===== src/rtl/counter_updown_lim.sv =====
// counter_updown_lim: up/down counter with parallel load, count enable,
// programmable upper limit, and wrap or saturate behaviour at the bounds.
// It has a one-cycle terminal-count pulse and sticky overflow/underflow flags.
// All outputs are registered and update on the same edge as the count.
module counter_updown_lim #(
  parameter int               WIDTH   = 8,
  parameter logic [WIDTH-1:0] RST_VAL = '0
) (
  input  logic             clk,
  input  logic             rst,
  input  logic             en,
  input  logic             load,
  input  logic [WIDTH-1:0] data,
  input  logic             up_down,
  input  logic [WIDTH-1:0] limit,
  input  logic             sat_mode,
  input  logic             clr_flags,
  output logic [WIDTH-1:0] count,
  output logic             tc,
  output logic             ovf,
  output logic             unf
);

  logic [WIDTH-1:0] r_count;
  logic             r_tc;
  logic             r_ovf;
  logic             r_unf;

  // Boundary detection. The up boundary uses >= so a count left above a
  // lowered limit still counts as a boundary on the next up step.
  logic             w_at_top;
  logic             w_at_zero;
  logic             w_up_bnd;
  logic             w_dn_bnd;
  logic [WIDTH-1:0] w_load_val;

  // Combinational boundary and load-clamp terms.
  always_comb begin
    w_at_top   = (r_count >= limit);
    w_at_zero  = (r_count == '0);
    w_up_bnd   = !load && en &&  up_down && w_at_top;
    w_dn_bnd   = !load && en && !up_down && w_at_zero;
    w_load_val = (data > limit) ? limit : data;
  end

  // Count register: rst > load > en. No clamp on down steps above the limit.
  always_ff @(posedge clk) begin
    if (rst) begin
      r_count <= RST_VAL;
    end else if (load) begin
      r_count <= w_load_val;
    end else if (en) begin
      if (up_down) begin
        if (!w_at_top)     r_count <= r_count + 1'b1;
        else if (sat_mode) r_count <= limit;
        else               r_count <= '0;
      end else begin
        if (!w_at_zero)    r_count <= r_count - 1'b1;
        else if (sat_mode) r_count <= '0;
        else               r_count <= limit;
      end
    end
  end

  // Terminal-count pulse: high for the cycle after every boundary step.
  always_ff @(posedge clk) begin
    if (rst) r_tc <= 1'b0;
    else     r_tc <= w_up_bnd || w_dn_bnd;
  end

  // Sticky flags: a boundary event in the same cycle as clr_flags wins.
  always_ff @(posedge clk) begin
    if (rst) begin
      r_ovf <= 1'b0;
      r_unf <= 1'b0;
    end else begin
      if (w_up_bnd)       r_ovf <= 1'b1;
      else if (clr_flags) r_ovf <= 1'b0;
      if (w_dn_bnd)       r_unf <= 1'b1;
      else if (clr_flags) r_unf <= 1'b0;
    end
  end

  assign count = r_count;
  assign tc    = r_tc;
  assign ovf   = r_ovf;
  assign unf   = r_unf;

endmodule

===== config.mk =====
export PLATFORM = sky130hd
export DESIGN_NAME = counter_updown_lim
export DESIGN_NICKNAME = d
export VERILOG_FILES = /design/src/rtl/counter_updown_lim.sv
export SDC_FILE = /design/constraint.sdc
export NUM_CORES = 1
export LEC_CHECK = 0
export ABC_AREA = 1
export ABC_CLOCK_PERIOD_IN_PS = 5130
export BUFFER_PORTS_ARGS = -buffer_cell sky130_fd_sc_hd__buf_2
export CAP_MARGIN = 20
export CORE_UTILIZATION = 39
export CTS_CLUSTER_SIZE = 12
export DETAILED_ROUTE_END_ITERATION = 8
export HOLD_SLACK_MARGIN = 0.05
export PLACE_DENSITY = 0.63
export SLEW_MARGIN = 20
export SYNTH_ARGS = -nofsm -noshare
export SYNTH_HDL_FRONTEND = slang
export SYNTH_SLANG_ARGS = --single-unit

===== constraint.sdc =====
create_clock -name clk -period 5.13 [get_ports clk]
set_input_delay 0.513 -clock clk [delete_from_list [all_inputs] [get_ports clk]]
set_output_delay 0.513 -clock clk [all_outputs]
set_load 0.02 [all_outputs]

=== Word-level counts from Yosys, hierarchy flattened ===
Index checks and enable logic that the tools add are counted.

* Register bits after elaboration: 11
* Input port bits: 23
* Logic and storage cells: 31

* Add/sub/neg operators: 2
* $lt $le $gt $ge: 2
* Muxes and demuxes: 11
* Reduce and logical (&&, ||, !) cells: 12

{| class="wikitable"
|+ Operators with widths
! cell !! number
|-
| two-way mux 8 bit || 8
|-
| adder 8 x 1 -> 8 bit, second input constant || 1
|-
| greater-or-equal comparator 8 bit || 1
|-
| greater-than comparator 8 bit || 1
|-
| logical NOT 8 bit || 1
|-
| subtractor 8 x 1 -> 8 bit, second input constant || 1
|-
| nonzero test 2 bit || 3
|-
| logical AND 1 bit || 5
|-
| two-way mux 1 bit || 3
|-
| logical NOT 1 bit || 2
|-
| logical OR 1 bit || 1
|}

=== Longest topological paths before layout ===
* Depth after elaboration: 5
* Gate-level depth with buffers: 15
* Gate-level depth less buffers: 14

=== Worst setup path before layout ===
No wires, ideal clock.

* Path kind: register to register
* Start point: register r_count[0] (netlist: count[0])
* End point: register r_count[0] (netlist: count[0])
* Data arrival time: 1.745 ns
* Required time: 5.006 ns
* Setup slack: 3.260 ns
* Cell stages (with the launch flop): 14
* Period minus slack after synthesis: 1.870 ns
* Cell sequence: dfxtp_1 -> inv_1 -> ha_1 -> nand2_1 -> nor2_1 -> nor2_1 -> nand2_1 -> nand2_1 -> nand2_2 -> nand2_1 -> nand3_1 -> nand2_1 -> nor2_1 -> nor2_1

* Longest elaborated chain between the ends: 5

{| class="wikitable"
|+ RTL lines
! what !! line !! RTL
|-
| from (decl) || 24 || <nowiki>logic [WIDTH-1:0] r_count;</nowiki>
|-
| from (signal assigned) || 51 || <nowiki>r_count <= w_load_val;</nowiki>
|-
| from (signal assigned) || 54 || <nowiki>if (!w_at_top) r_count <= r_count + 1'b1;</nowiki>
|-
| from (signal assigned) || 55 || <nowiki>else if (sat_mode) r_count <= limit;</nowiki>
|-
| subtractor 8 x 1 -> 8 bit (tied with other cells) || 58 || <nowiki>if (!w_at_zero) r_count <= r_count - 1'b1;</nowiki>
|-
| two-way mux 8 bit, on equally long branches || 58, 54 ||
|-
| two-way mux 8 bit (*) || 53 || <nowiki>if (up_down) begin</nowiki>
|-
| two-way mux 8 bit (*) || 52 || <nowiki>end else if (en) begin</nowiki>
|-
| two-way mux 8 bit (*) || 50 || <nowiki>end else if (load) begin</nowiki>
|}

Every way passes the cells marked *; elsewhere a longest branch is shown, timed or not. The select of a mux whose other input is x is not followed.
A chain may end at the register's enable or synchronous reset.

=== Worst setup path in the final report ===
* Start point: register r_count[2] (netlist: count[2])
* End point: register r_count[5] (netlist: count[5])

Same word-level chain as after synthesis.

==> summary.md <==
| Metric | Value |
|---|---|
| Flip-flop and latch area | between 200 and 250 um2 |
| Die Width | just under 70 um |
| Least-Margin Pin Slew | 483 ps |
| Initial Util | 0.412 |
| CP Data Arrival Time | 2250 ps |
| Post-detail-place hpwl | ~3.6 mm |
| Leakage | 0.00109 uW |
| Post-Syn Area | 1670 um2 |
| Final TNS setup | 0 ps |
| CTS resizes | 0 |
| CP Class | flip-flop to flip-flop |
| Switching Share | 0.460 |
| Detailed Route WL | approximately 4.4 mm |
| # fillers | between 400 and 500 |
| Sequential power share | 0.265 |
| Hold_buf cts | 0 |
| Power Dens Cells | 222 nW/um2 |
| CTS tree | yes |
| Yosys Warn Count | 0 |
| Most frequent cells in the layout | 90 x nand2_1, 43 x nor2_1, 40 x nand3_1 |
| Cell variety after synth | 28 |
| Net count after synthesis | around 340 |
| Largest net degree at the start of global routing | 17 |
| Seq cells post-synth | 11 |
| Fin. max-slew vios | 0 |
| CTS Root Buffer Type | clkbuf_8 |
| Min Tclk post-route | between 2000 and 2500 ps |
| Hold Slack | 461 ps |
| Setup Skew | approximately 3.2 ps |
| Die H | 67.5 um |
| Sink count of the clock tree | 11 |
| Number of global-route vias before repair | between 1,500 and 2,000 |
| Critical path launch point type | flip-flop |
| Final setup vio count | 0 |
| Clock group share of total power | 0.221 |
| Iteration-0 DRC Markers | 93 |
| Fin crit share | 0.405 |
| Clock-pin slew on the worst setup and hold paths | 60 ps |
| Crit path launch | count[2]$_SDFFE_PP0P_ |
| RR Startpoint | count[2]$_SDFFE_PP0P_ |
| RSZ-0062 raised after global routing | no |
| Drc violations | 0 |
| Combinational fraction of design power | 0.513 |
| Max-slew headroom | 0.677 |
| Cts bufs inserted | 3 |
| Commonest non-fill, non-tap cell in the layout | nand2_1 |
| IO Pins | 34 |
| Max Buffers Root-to-Sink | 2 |
| Gpl congestion | between 0.8 and 0.9 |
| Share of layout cells above drive strength 1 | 0.155 |
| CTS HTree Levels | 1 |
| P_int | approximately 230 uW |
| Worst Hold Class | flip-flop to flip-flop |
| Overflow after GRT | 0 |
| Port Buf Inserts | 33 |
| Final net count | between 300 and 400 |
| Critical Path RT | 5310 ps |
| Worst skew pair latency | about 240 ps |
| Register area share after synthesis | 0.132 |
| Max VDD drop | 0.000126 V |
| WL/cell | 11.8 um |
| DRT Pass-1 Iters | 4 |
| Initial antenna violation count | 0 |
| Layout area overhead | 12.9% |
| Net switching power | slightly below 200 uW |
| Cell count after synthesis | about 300 |
| CORE AREA | around 4100 um2 |
| ANT cells | 0 |
| Multi-input logic area | about 1300 um2 |
| Worst Path Max Fanout | 10 |
| Hold Crit Start | ovf$_SDFFE_PP0P_ |
| Tot GR Track Use | 0.217 |
| Vias/cell | 5.06 |
| Achievable Freq | ~480 MHz |
| Post-layout instance area | ~1900 um2 |
| Mapped Avg Cell Area | around 5.7 um2 |
| Die ar. | 4550 um2 |
| Status | finished clean |
| Antenna-violating nets left | 0 |
| Cell row count | 23 |
| Max-cap check violation count | 0 |
| Final number of hold-violating endpoints | 0 |
| First-pass GRT wire length | approximately 7.6 mm |
| Fin util | 0.465 |
| Vias | between 1,500 and 2,000 |
| DP Area | 1840 um2 |
| Setup crit end kind | flip-flop |
| Post-CTS Setup Inserts | 0 |
-- cells in the mapped netlist --
cell	instances	area [um2]
nor3_1	1	5.00
or2_2	1	6.26
buf_4	1	7.51
nor2_8	1	20.0
nand2_1	90	338
o21a_1	2	15.0
nand4_1	3	18.8
nand2_4	1	11.3
nand2_2	3	18.8
dlygate4sd1_1	1	8.76
nor2_4	2	22.5
dfxtp_1	11	220
inv_4	1	6.26
clkbuf_1	1	3.75
inv_1	32	120
o21ai_1	1	5.00
nor2_2	3	18.8
buf_6	2	22.5
xor2_1	4	35.0
xnor2_1	1	8.76
nand3b_1	1	7.51
nand4_2	1	12.5
nor2_1	43	161
buf_2	3	15.0
nand3_1	40	200
ha_1	19	238
a21oi_1	24	120
o21ai_0	1	5.00
-- area by class of cell --
| class | instances | share of cell area |
|---|---|---|
| multi-input cells | 242 | 0.671 |
| flip-flops and latches | 11 | 0.117 |
| repair buffers | 33 | 0.0875 |
| inverters | 33 | 0.0669 |
| well taps | 50 | 0.0331 |
| clock buffers | 3 | 0.0219 |
| clock inverters | 1 | 0.00265 |
-- critical path, stage by stage, from the launching register on --
cell,delay [ps]
dfxtp_1,620
ha_1,320
nand2_1,90
nor2_1,50
nor2_1,70
nand2_1,70
nand2_1,220
nand2_2,190
nand2_1,100
nand3_1,70
nand2_1,90
nor2_1,40
nor2_1,90
-- cells by family (layout without fill, tap and decap cells) --
kind of cell | Yosys count | in the layout | synth area share
AOI/OAI and AO/OA | 28 | 28 | 0.0868
buffers and inverters | 41 | 70 | 0.110
and+or+nand+nor | 190 | 190 | 0.503
DFF | 11 | 11 | 0.132
adders and majority gates | 19 | 19 | 0.142
xor gates and xnor gates | 5 | 5 | 0.0262
-- metal layers --
layer,global-route usage,routed length (um),vias to the layer above
li1,-,-,1000
met1,0.273,2150,840
met2,0.376,2020,43
met3,0.0439,217,6
met4,0.0452,36,0
met5,0,0,-
-- per-stage QoR --
step | setup WS [ps] | std cells | power (uW)
2_1_floorplan | 3260 | 294 | 277
6_report | 3050 | 373 | 419
3_3_place_gp | 2910 | 369 | 326
5_1_grt | 2820 | 373 | 458
3_5_place_dp | 2910 | 369 | 327
4_1_cts | 3060 | 373 | 419
-- registers in the layout (all words and copies together), names as in the netlist --
name   flops
ovf        1
tc         1
unf        1
count      8
-- worst paths after layout --
check / to / slack, ps / cells past startpoint
hold reg to reg: ovf$_SDFFE_PP0P_ / 460 / 2
hold / removal: ovf$_SDFFE_PP0P_ / 460 / 2
setup / recovery: count[5]$_SDFFE_PP0P_ / 3050 / 12
setup reg to reg: count[5]$_SDFFE_PP0P_ / 3050 / 12
-- power by group through the flow --
stage               clock network [uW]  registers, uW  logic [uW]
CTS                               92.7            111         215
floorplan                            0            115         162
detailed placement                   0            113         214
finish                            92.6            111         215
global route                      97.1            113         248
global placement                     0            113         214
Note: power is estimated with default switching activity, not from simulation.
